File: src/rtl/node_port_arbiter.sv
// Burst-holding two-requester arbiter onto the avm_node master; command 1 cycle after request, readdata 0 cycles.
// Requester waitrequest follows avm_node_waitrequest only while granted and commanding; NODE_ARB_FIXED_PRIO_EN gives rq0 tie priority.
module node_port_arbiter #(
    parameter int ADDR_W  = 26,
    parameter int DATA_W  = 16,
    parameter int BURST_W = 6
) (
    input  logic               clk,
    input  logic               reset,

    input  logic [ADDR_W-1:0]  avs_rq0_address,
    input  logic               avs_rq0_read,
    input  logic               avs_rq0_write,
    input  logic [DATA_W-1:0]  avs_rq0_writedata,
    input  logic [BURST_W-1:0] avs_rq0_burstcount,
    output logic               avs_rq0_waitrequest,
    output logic [DATA_W-1:0]  avs_rq0_readdata,
    output logic               avs_rq0_readdatavalid,

    input  logic [ADDR_W-1:0]  avs_rq1_address,
    input  logic               avs_rq1_read,
    input  logic               avs_rq1_write,
    input  logic [DATA_W-1:0]  avs_rq1_writedata,
    input  logic [BURST_W-1:0] avs_rq1_burstcount,
    output logic               avs_rq1_waitrequest,
    output logic [DATA_W-1:0]  avs_rq1_readdata,
    output logic               avs_rq1_readdatavalid,

    output logic [ADDR_W-1:0]  avm_node_address,
    output logic               avm_node_read,
    output logic               avm_node_write,
    output logic [DATA_W-1:0]  avm_node_writedata,
    output logic [BURST_W-1:0] avm_node_burstcount,
    input  logic [DATA_W-1:0]  avm_node_readdata,
    input  logic               avm_node_readdatavalid,
    input  logic               avm_node_waitrequest
);

    typedef enum logic [1:0] {
        S_IDLE    = 2'd0,
        S_WR      = 2'd1,
        S_RD_CMD  = 2'd2,
        S_RD_DATA = 2'd3
    } state_t;

    state_t             state_q, state_d;
    logic               grant_q, grant_d;
    logic               last_q,  last_d;
    logic [BURST_W-1:0] beats_q, beats_d;

    logic               req0, req1, tie_winner, winner, win_write;
    logic               sel_read, sel_write;
    logic [ADDR_W-1:0]  sel_addr;
    logic [DATA_W-1:0]  sel_wdata;
    logic [BURST_W-1:0] sel_bc, sel_bc_eff;
    logic               cmd_phase;

    assign req0 = avs_rq0_read | avs_rq0_write;
    assign req1 = avs_rq1_read | avs_rq1_write;

`ifdef NODE_ARB_FIXED_PRIO_EN
    assign tie_winner = 1'b0;
`else
    assign tie_winner = ~last_q;
`endif

    assign winner    = req0 ? (req1 ? tie_winner : 1'b0) : 1'b1;
    assign win_write = winner ? avs_rq1_write : avs_rq0_write;

    assign sel_read   = grant_q ? avs_rq1_read       : avs_rq0_read;
    assign sel_write  = grant_q ? avs_rq1_write      : avs_rq0_write;
    assign sel_addr   = grant_q ? avs_rq1_address    : avs_rq0_address;
    assign sel_wdata  = grant_q ? avs_rq1_writedata  : avs_rq0_writedata;
    assign sel_bc     = grant_q ? avs_rq1_burstcount : avs_rq0_burstcount;
    assign sel_bc_eff = (sel_bc == '0) ? BURST_W'(1) : sel_bc;

    always_ff @(posedge clk or posedge reset) begin
        if (reset) begin
            state_q <= S_IDLE;
            grant_q <= 1'b0;
            last_q  <= 1'b1;
            beats_q <= '0;
        end else begin
            state_q <= state_d;
            grant_q <= grant_d;
            last_q  <= last_d;
            beats_q <= beats_d;
        end
    end

    // In WR, beats_q == 0 marks "first beat not yet taken"; the count is loaded on that beat.
    always_comb begin
        state_d = state_q;
        grant_d = grant_q;
        last_d  = last_q;
        beats_d = beats_q;
        unique case (state_q)
            S_IDLE: begin
                if (req0 || req1) begin
                    grant_d = winner;
                    last_d  = winner;
                    beats_d = '0;
                    state_d = win_write ? S_WR : S_RD_CMD;
                end
            end
            S_WR: begin
                if (sel_write && !avm_node_waitrequest) begin
                    if (beats_q == '0) begin
                        if (sel_bc_eff == BURST_W'(1)) state_d = S_IDLE;
                        else                           beats_d = sel_bc_eff - BURST_W'(1);
                    end else begin
                        beats_d = beats_q - BURST_W'(1);
                        if (beats_q == BURST_W'(1)) state_d = S_IDLE;
                    end
                end
            end
            S_RD_CMD: begin
                if (!avm_node_waitrequest) begin
                    beats_d = sel_bc_eff;
                    state_d = S_RD_DATA;
                end
            end
            S_RD_DATA: begin
                if (avm_node_readdatavalid) begin
                    beats_d = beats_q - BURST_W'(1);
                    if (beats_q == BURST_W'(1)) state_d = S_IDLE;
                end
            end
            default: state_d = S_IDLE;
        endcase
    end

    always_comb begin
        cmd_phase           = (state_q == S_WR) || (state_q == S_RD_CMD);
        avm_node_address    = '0;
        avm_node_read       = 1'b0;
        avm_node_write      = 1'b0;
        avm_node_writedata  = '0;
        avm_node_burstcount = '0;
        if (cmd_phase) begin
            avm_node_address    = sel_addr;
            avm_node_writedata  = sel_wdata;
            avm_node_burstcount = sel_bc;
            avm_node_read       = (state_q == S_RD_CMD) && sel_read;
            avm_node_write      = (state_q == S_WR) && sel_write;
        end
        avs_rq0_waitrequest   = (cmd_phase && !grant_q) ? avm_node_waitrequest : 1'b1;
        avs_rq1_waitrequest   = (cmd_phase &&  grant_q) ? avm_node_waitrequest : 1'b1;
        avs_rq0_readdatavalid = (state_q == S_RD_DATA) && !grant_q && avm_node_readdatavalid;
        avs_rq1_readdatavalid = (state_q == S_RD_DATA) &&  grant_q && avm_node_readdatavalid;
    end

    assign avs_rq0_readdata = avm_node_readdata;
    assign avs_rq1_readdata = avm_node_readdata;

endmodule
File: config.mk
export PLATFORM = sky130hd
export DESIGN_NAME = node_port_arbiter
export DESIGN_NICKNAME = d
export VERILOG_FILES = /design/src/rtl/node_port_arbiter.sv
export SDC_FILE = /design/constraint.sdc
export NUM_CORES = 1
export LEC_CHECK = 0
export CAP_MARGIN = 30
export CORE_ASPECT_RATIO = 1.25
export CORE_MARGIN = 5
export CORE_UTILIZATION = 31
export CTS_CLUSTER_DIAMETER = 100
export DETAILED_ROUTE_END_ITERATION = 7
export GPL_TIMING_DRIVEN = 0
export PLACE_DENSITY = 0.81
export SLEW_MARGIN = 20
export SYNTH_ARGS = -nofsm -noshare
export SYNTH_HDL_FRONTEND = slang
export SYNTH_SLANG_ARGS = --single-unit
File: constraint.sdc
create_clock -name clk -period 2.8 [get_ports clk]
set_input_delay 0.84 -clock clk [delete_from_list [all_inputs] [get_ports clk]]
set_output_delay 0.84 -clock clk [all_outputs]
set_load 0.01 [all_outputs]
==> flow_summary.yaml, run 1 <==
status:
  outcome: "finished clean"
yosys:
  synth_nets: 403
  synth_area_sq_um: 2170
  yosys_warnings: 0
  yosysSeqAreaShare_pct: 11.6
  synthFlopType: "dfrtp_1"
  ys_async_sr_fraction_pct: 100
  synth_seq_cells: 10
  avgSynthCellArea_sq_um: 7.94
  postSynthCellCount: 274
  ys_types: 50
  synth_edf_count: 0
cts:
  cts.root.buffer_cell: "clkbuf_8"
  cts_max_level: 1
  path_clk_slew_ns: 0.05
  clk_latency_ns: 0.24
  clockBufferDepth: 2
  cts.sink_count: 10
  tritoncts: "done"
  cts_buffers: 3
cells_and_area:
  fillers: 648
  mostFrequentLayoutCells: "clkdlybuf4s50_1, dlygate4sd2_1, nor2b_1"
  n_antenna_cell: 0
  final_common_cell: "clkdlybuf4s50_1"
  drive_gt1_share_pct: 19.2
  nNetsFinal: 605
  final_cell_area_sq_um: 4390
  areaGrowthSynthToFinish_pct: 102
floorplan:
  die_y_um: 104
  fp.coreArea_sq_um: 6890
  start_util_pct: 31.6
  die_area_sq_um: 8800
  die_w_um: 84.9
  ios: 206
  fp-row-count: 34
critical_path:
  worst-setup-path-type: "in -> out"
  endpoint_kind: "primary output"
  path_common_cell: "dlygate4sd2_1"
  critPathArrivalTime_ns: 1.89
  worstPathRequired_ns: 1.96
  crit_chain: "dlygate4sd2_1 -> mux2_4 -> and2_1 -> dlygate4sd2_1"
  cp-start-kind: "input port"
  crit_fanout: 5
  critPathTopFamily: "buffers and inverters"
  path_buf_inv: 2
  critPathSlowestCell: "mux2_4"
  cpPeakStageDelay_ns: 0.32
grt:
  overflow: 0
  grt_max_degree: 11
  grt_usage_pct: 20.0
  antenna_found_initial: 0
  grt_pass1_wl_mm: 14.5
  grt_pass1_vias: 2903
timing:
  period_share_pct: 97.5
  max_freq_mhz: 366
  setup_viol: 0
  period_needed_ns: 2.73
  hold_viol_final: 0
  maxSlewHeadroom_pct: 68.0
  worstMarginPinSlew_ns: 0.481
  setup_ws_ns: 0.0693
  slew_viol_final: 0
  skew_ns: 0.00941
route:
  via_per_inst: 4.81
  drt-initial-drc-count: 141
  ant_nets: 0
  route.detailed.drc: 0
  wl_per_cell_um: 16.8
  wl_mm: 9.47
  drt_pass1_iterations: 4
  num_vias: 2715
power_and_ir_drop:
  ir_drop_mv: 0.526
  total_power_w: 0.00401
  p_per_area_nw_per_um2: 915
  cellLeakagePower_nw: 2.08
placed_design:
  gp_congestion: 0.909
  dp_hpwl_mm: 8.00
  place_ws_ns: -0.750
  port_buffers: 189
  dpl_cell_area_sq_um: 4190
job:
  cap_violations: 0
worst_hold_path:
  hold_class: "reg -> reg"
## worst paths after layout
kind,from,endpoint,slack [ns],cells past startpoint
min,last_q,last_q,0.51,2
min in group asynchronous,reset,beats_q[2],0.88,2
max in group asynchronous,reset,last_q,1.59,2
min reg2reg,last_q,last_q,0.51,2
max reg2reg,grant_q,beats_q[0],0.40,12
max,avs_rq0_burstcount[4],avm_node_burstcount[4],0.07,4
## kinds of logic (layout without fill, tap and decap cells)
family	count (synthesis)	in the layout	share of synthesized area [%]
adders and majority gates	9	9	5.18
DFF	10	10	11.6
buffers and inverters	60	261	17.2
xor gates and xnor gates	3	3	1.21
muxes	52	52	24.0
AOI/OAI and AO/OA	45	45	15.2
and+or+nand+nor	95	95	25.7
## what timing repair did
action                     CTS  global route
hold buffers                 0             0
cloned                       1             0
buffers inserted             6             1
pin swaps                    4             6
setup endpoints to repair   62            11
resized for setup          114            21
## state kept, by name, summed over array words and instances, names as in the netlist
register and flops:
grant_q 1, last_q 1, state_q 2, beats_q 6
## power breakdown
group	internal [W]	switching, W	leakage [nW]
combinational	0.00183	0.00173	1.93
clock	0.0000999	0.0000598	0.0228
sequential	0.000216	0.0000694	0.125
## cell type report
class / count / area [sq um] / area share [%]
Timing Repair Buffer: 197 / 1860 / 42.3
Buffer: 48 / 392 / 8.92
Clock buffer: 4 / 45.0 / 1.03
Sequential cell: 10 / 251 / 5.73
Multi-Input combinational cell: 204 / 1690 / 38.4
Inverter: 12 / 45.0 / 1.03
Tap cell: 90 / 113 / 2.57
## tightest hold or removal path, cell delays in order, from the launching register on
cell	delay (ns)
dfstp_2	0.38
nand2_1	0.05
o21ai_0	0.07
## per-layer routing
metal / share of wire [%] / wire length (um) / vias up / track usage (%)
li1: - / - / 1329 / -
met1: 35 / 3280 / 1245 / 20.6
met2: 54 / 5130 / 130 / 38.5
met3: 10 / 944 / 11 / 7.23
met4: 1.2 / 112 / 0 / 3.62
met5: 0 / 0 / - / 0
## metrics by stage
| step | utilization, % | instances | hold WS [ns] | TNS, ns |
|---|---|---|---|---|
| 6_report | 63.7 | 565 | 0.513 | 0 |
| 5_1_grt | 63.7 | 565 | 0.549 | -0.0522 |
| 4_1_cts | 63.6 | 564 | 0.515 | 0 |
| 3_5_place_dp | 60.8 | 553 | 0.505 | -13.52 |
| 3_3_place_gp | 60.8 | 553 | 0.493 | -12.32 |
| 2_1_floorplan | - | 274 | 0.475 | 0 |
## cell usage after synthesis (3+ instances only)
library cell | count | area share, %
a211oi_1 | 4 | 1.4
a21oi_1 | 6 | 1.4
a31oi_1 | 3 | 0.86
buf_2 | 7 | 1.6
buf_4 | 33 | 11
clkbuf_1 | 5 | 0.86
dfrtp_1 | 9 | 10
ha_1 | 9 | 5.2
inv_1 | 12 | 2.1
mux2i_1 | 51 | 23
nand2_1 | 10 | 1.7
nand2b_1 | 4 | 1.2
nor2_1 | 11 | 1.9
nor2b_1 | 47 | 14
nor3_1 | 7 | 1.6
nor4_1 | 3 | 0.86
o21ai_0 | 8 | 1.8
xnor2_1 | 3 | 1.2
Note: power is estimated with default switching activity, not from simulation.
==> run 2: changes to the inputs <==
--- a/config.mk
+++ b/config.mk
@@ -13,2 +13,3 @@
 export DETAILED_ROUTE_END_ITERATION = 7
+export GPL_ROUTABILITY_DRIVEN = 0
 export GPL_TIMING_DRIVEN = 0
--- a/constraint.sdc
+++ b/constraint.sdc
@@ -3,2 +3,2 @@
 set_output_delay 0.84 -clock clk [all_outputs]
-set_load 0.01 [all_outputs]
+set_load 0.005 [all_outputs]
==> flow_summary.yaml, run 2 (synthesized netlist as in run 1, its figures left out) <==
timing:
  finalSetupTns_ns: 0
  worstMarginPinSlew_ns: 0.495
  period_needed_ns: 2.74
  period_share_pct: 97.9
  hold_viol_final: 0
  max_freq_mhz: 365
  holdWs_ns: 0.510
  maxSlewHeadroom_pct: 67.0
  setup_viol: 0
  slew_viol_final: 0
  skew_ns: 0.00773
status:
  outcome: "finished clean"
cts:
  clk_latency_ns: 0.25
  cts_max_level: 1
  tritoncts: "done"
  hold_buffers: 0
  cts_buffers: 3
  cts.sink_count: 10
  clockBufferDepth: 2
  path_clk_slew_ns: 0.05
  cts.root.buffer_cell: "clkbuf_8"
route:
  drt-initial-drc-count: 100
  drt_pass1_iterations: 4
  ant_nets: 0
  met3_length_um: 844
  route.detailed.drc: 0
  wl_mm: 9.61
  top_layer_used: "met4"
  via_per_inst: 4.84
  wl_per_cell_um: 16.9
  met1_length_mm: 3.40
  num_vias: 2749
  route.met2.wl_mm: 5.05
cells_and_area:
  drive_gt1_share_pct: 19.7
  nNetsFinal: 608
  n_antenna_cell: 0
  seqCellArea_sq_um: 251
  multi_input_area_sq_um: 1690
  top_register: "beats_q"
  largest_registers: "beats_q x6, state_q x2"
  final_common_cell: "clkdlybuf4s50_1"
  mostFrequentLayoutCells: "clkdlybuf4s50_1, dlygate4sd2_1, nor2b_1"
  largest_reg_flops: 6
  fillers: 619
  areaGrowthSynthToFinish_pct: 104
grt:
  grt_pass1_vias: 2933
  grt_max_degree: 11
  grt_usage_pct: 20.7
  antenna_found_initial: 0
  grt_pass1_wl_mm: 14.8
  overflow: 0
floorplan:
  fp.coreArea_sq_um: 6890
  die_w_um: 84.9
  fp-row-count: 34
  die_y_um: 104
  die_area_sq_um: 8800
  start_util_pct: 31.6
  ios: 206
critical_path:
  critPathSlowestCell: "clkdlybuf4s50_1"
  critPathArrivalTime_ns: 1.90
  ff2ff_setup_slack_ns: 0.22
  crit_chain: "inv_1 -> ha_4 -> buf_4 -> nor2b_1 -> clkdlybuf4s50_1"
  crit_fanout: 10
  worst-setup-path-type: "reg -> out"
  cpPeakStageDelay_ns: 0.51
  endpoint_kind: "primary output"
  cp-start-kind: "flop"
  worstPathRequired_ns: 1.96
placed_design:
  dp_hpwl_mm: 8.00
  port_buffers: 189
worst_hold_path:
  hold_class: "reg -> reg"
job:
  cap_violations: 0
power_and_ir_drop:
  p_per_area_nw_per_um2: 880
  ir_drop_mv: 0.482
  cellLeakagePower_nw: 2.13
## run 2: worst max-delay path: cells and delay by family (launching register included)
family                   cells  cell delay [ns]
flip-flops                   1             0.41
buffers and inverters        3             0.78
AND/OR/NAND/NOR              1             0.13
adder cells (fa/ha/maj)      1             0.32
## run 2: power by group
group / switching (W) / leakage [nW] / internal [W]
clock network: 0.0000663 / 0.0288 / 0.000124
registers: 0.0000665 / 0.125 / 0.000216
logic: 0.00155 / 1.97 / 0.00187
total: 0.00169 / 2.13 / 0.00221
## run 2: worst paths after layout
path	startpoint	cells after the start	end
worst max-delay path	state_q[1]	5	avm_node_burstcount[2]
worst min-delay path	last_q	2	last_q
worst min register to register	last_q	2	last_q
worst max register to register	grant_q	13	beats_q[0]
max in group asynchronous	reset	2	last_q
min in group asynchronous	reset	2	beats_q[1]
## run 2: routing by layer
metal / vias up / track usage (%)
li1: 1343 / -
met1: 1239 / 21.5
met2: 141 / 38.1
met3: 26 / 6.12
met4: 0 / 8.48
met5: - / 0
## run 2: repair_timing
action | CTS | global route
endpoints found under the setup margin | 62 | 14
setup buffers | 10 | 1
pin swaps | 7 | 6
resized for setup | 110 | 23
## run 2: cell type report
type / instances / area share (%)
clock buffer: 4 / 1.24
multi-input combinational: 204 / 38.1
sequential: 10 / 5.68
buffer: 48 / 8.62
inverter: 12 / 1.02
timing repair buffer: 200 / 42.8
tap: 90 / 2.54
## run 2: stage by stage
step           instances  utilization, %  area [sq um]  power, W  setup slack [ns]
4_1_cts              567            64.0          4410   0.00390           0.00125
2_1_floorplan        274               -          2180   0.00211           0.00400
3_5_place_dp         553            60.8          4190   0.00370            -0.776
6_report             568            64.3          4430   0.00390            0.0591
5_1_grt              568            64.3          4430   0.00422           -0.0348
3_3_place_gp         553            60.8          4190   0.00365            -0.689
==> run 3: changes to the inputs <==
- SKIP_LAST_GASP: default -> 1
==> flow_summary.yaml, run 3 (synthesized netlist as in run 1, its figures left out) <==
cells_and_area:
  areaGrowthSynthToFinish_pct: 103
  largest_reg_flops: 6
  final_cells: 568
  nNetsFinal: 608
  drive_gt1_share_pct: 19.9
  fillers: 625
  post-route-util_pct: 64.2
  top_register: "beats_q"
  mostFrequentLayoutCells: "clkdlybuf4s50_1, dlygate4sd2_1, nor2b_1"
  largest_registers: "beats_q x6, state_q x2"
  final_common_cell: "clkdlybuf4s50_1"
  n_antenna_cell: 0
placed_design:
  dpl.cell_count: 553
  dp_hpwl_mm: 8.00
  port_buffers: 189
  place_ws_ns: -0.776
route:
  wl_mm: 9.59
  ant_nets: 0
  drt-initial-drc-count: 125
  via_per_inst: 4.83
  drt_pass1_iterations: 4
  wl_per_cell_um: 16.9
  route.detailed.drc: 0
  num_vias: 2745
timing:
  slew_viol_final: 0
  period_needed_ns: 2.77
  holdWs_ns: 0.510
  max_freq_mhz: 361
  setup_viol: 0
  period_share_pct: 98.9
  hold_viol_final: 0
  worstMarginPinSlew_ns: 0.494
  grt_setup_unrepaired: "true"
  setup_ws_ns: 0.0296
  maxSlewHeadroom_pct: 67.1
  skew_ns: 0.00814
critical_path:
  crit_chain: "inv_2 -> ha_4 -> clkbuf_4 -> nor2b_1 -> clkdlybuf4s50_1"
  critPathArrivalTime_ns: 1.93
  cp-start-kind: "flop"
  crit_fanout: 10
  endpoint_kind: "primary output"
  worst-setup-path-type: "reg -> out"
  critPathSlowestCell: "clkdlybuf4s50_1"
  path_buf_inv: 3
  critPathTopFamily: "buffers and inverters"
  worstPathRequired_ns: 1.96
  cpPeakStageDelay_ns: 0.53
floorplan:
  die_w_um: 84.9
  start_util_pct: 31.6
  fp-row-count: 34
  fp.coreArea_sq_um: 6890
  die_area_sq_um: 8800
  die_y_um: 104
  ios: 206
cts:
  path_clk_slew_ns: 0.05
  tritoncts: "done"
  clk_latency_ns: 0.25
  cts.root.buffer_cell: "clkbuf_8"
  cts.sink_count: 10
  cts_buffers: 3
  clockBufferDepth: 2
  cts_max_level: 1
power_and_ir_drop:
  cellLeakagePower_nw: 2.12
  p_per_area_nw_per_um2: 881
  ir_drop_mv: 0.481
grt:
  grt_pass1_vias: 2918
  grt_max_degree: 11
  overflow: 0
  grt_pass1_wl_mm: 14.8
  grt_usage_pct: 20.8
  antenna_found_initial: 0
job:
  cap_violations: 0
worst_hold_path:
  hold_class: "reg -> reg"
status:
  outcome: "finished clean"
## run 3: cell types whose count changed in the layout (fill, tap and decap cells not counted), sizes merged
cell,delta
clkdlybuf4s15,-1
dlygate4sd2,-1
buf,-4
clkdlybuf4s50,+1
clkbuf,+5
## run 3: repair_timing
action                     4_1_cts  5_1_grt
hold endpoints to repair         0        0
hold buffers                     0        0
resized for setup              107       21
pin swaps                        7        7
setup endpoints to repair       62       15
setup buffers                   10        1
## run 3: per-layer routing
layer,vias to the layer above,GRT usage [%],share of wire [%]
met3,24,5.88,8.5
met2,142,38.3,53
met1,1240,21.8,36
met5,-,0,0
met4,0,8.03,3.1
li1,1339,-,-
## run 3: through the flow
step,area (sq um),total power (W),TNS [ns]
global route,4420,0.00422,-0.0953
global placement,4190,0.00365,-10.30
CTS,4410,0.00390,-0.108
finish,4420,0.00390,0
floorplan,2180,0.00211,0
detailed placement,4190,0.00370,-11.56
## run 3: final cells by class
class | instances | area [sq um] | share of cell area [%]
timing repair buffer | 200 | 1890 | 42.8
multi-input combinational | 204 | 1690 | 38.1
buffer | 48 | 382 | 8.63
sequential | 10 | 251 | 5.68
tap | 90 | 113 | 2.55
clock buffer | 4 | 55.1 | 1.24
inverter | 12 | 45.0 | 1.02
## run 3: path summary, 6_finish.rpt
kind,start,endpoint,slack [ns],depth (start not counted)
max,state_q[1],avm_node_burstcount[3],0.03,5
min,last_q,last_q,0.51,2
max reg2reg,grant_q,beats_q[0],0.21,13
min reg2reg,last_q,last_q,0.51,2
max in group asynchronous,reset,last_q,1.61,2
min in group asynchronous,reset,beats_q[1],0.87,2
## run 3: power breakdown
group / leakage (nW) / internal (W) / switching, W
clock network: 0.0288 / 0.000124 / 0.0000648
logic: 1.97 / 0.00187 / 0.00155
registers: 0.125 / 0.000216 / 0.0000690
total: 2.12 / 0.00221 / 0.00168
## run 3: tightest hold or removal path, stage by stage (launching register included)
cell     delay (ns)
dfstp_2        0.38
nand2_1        0.05
o21ai_0        0.07
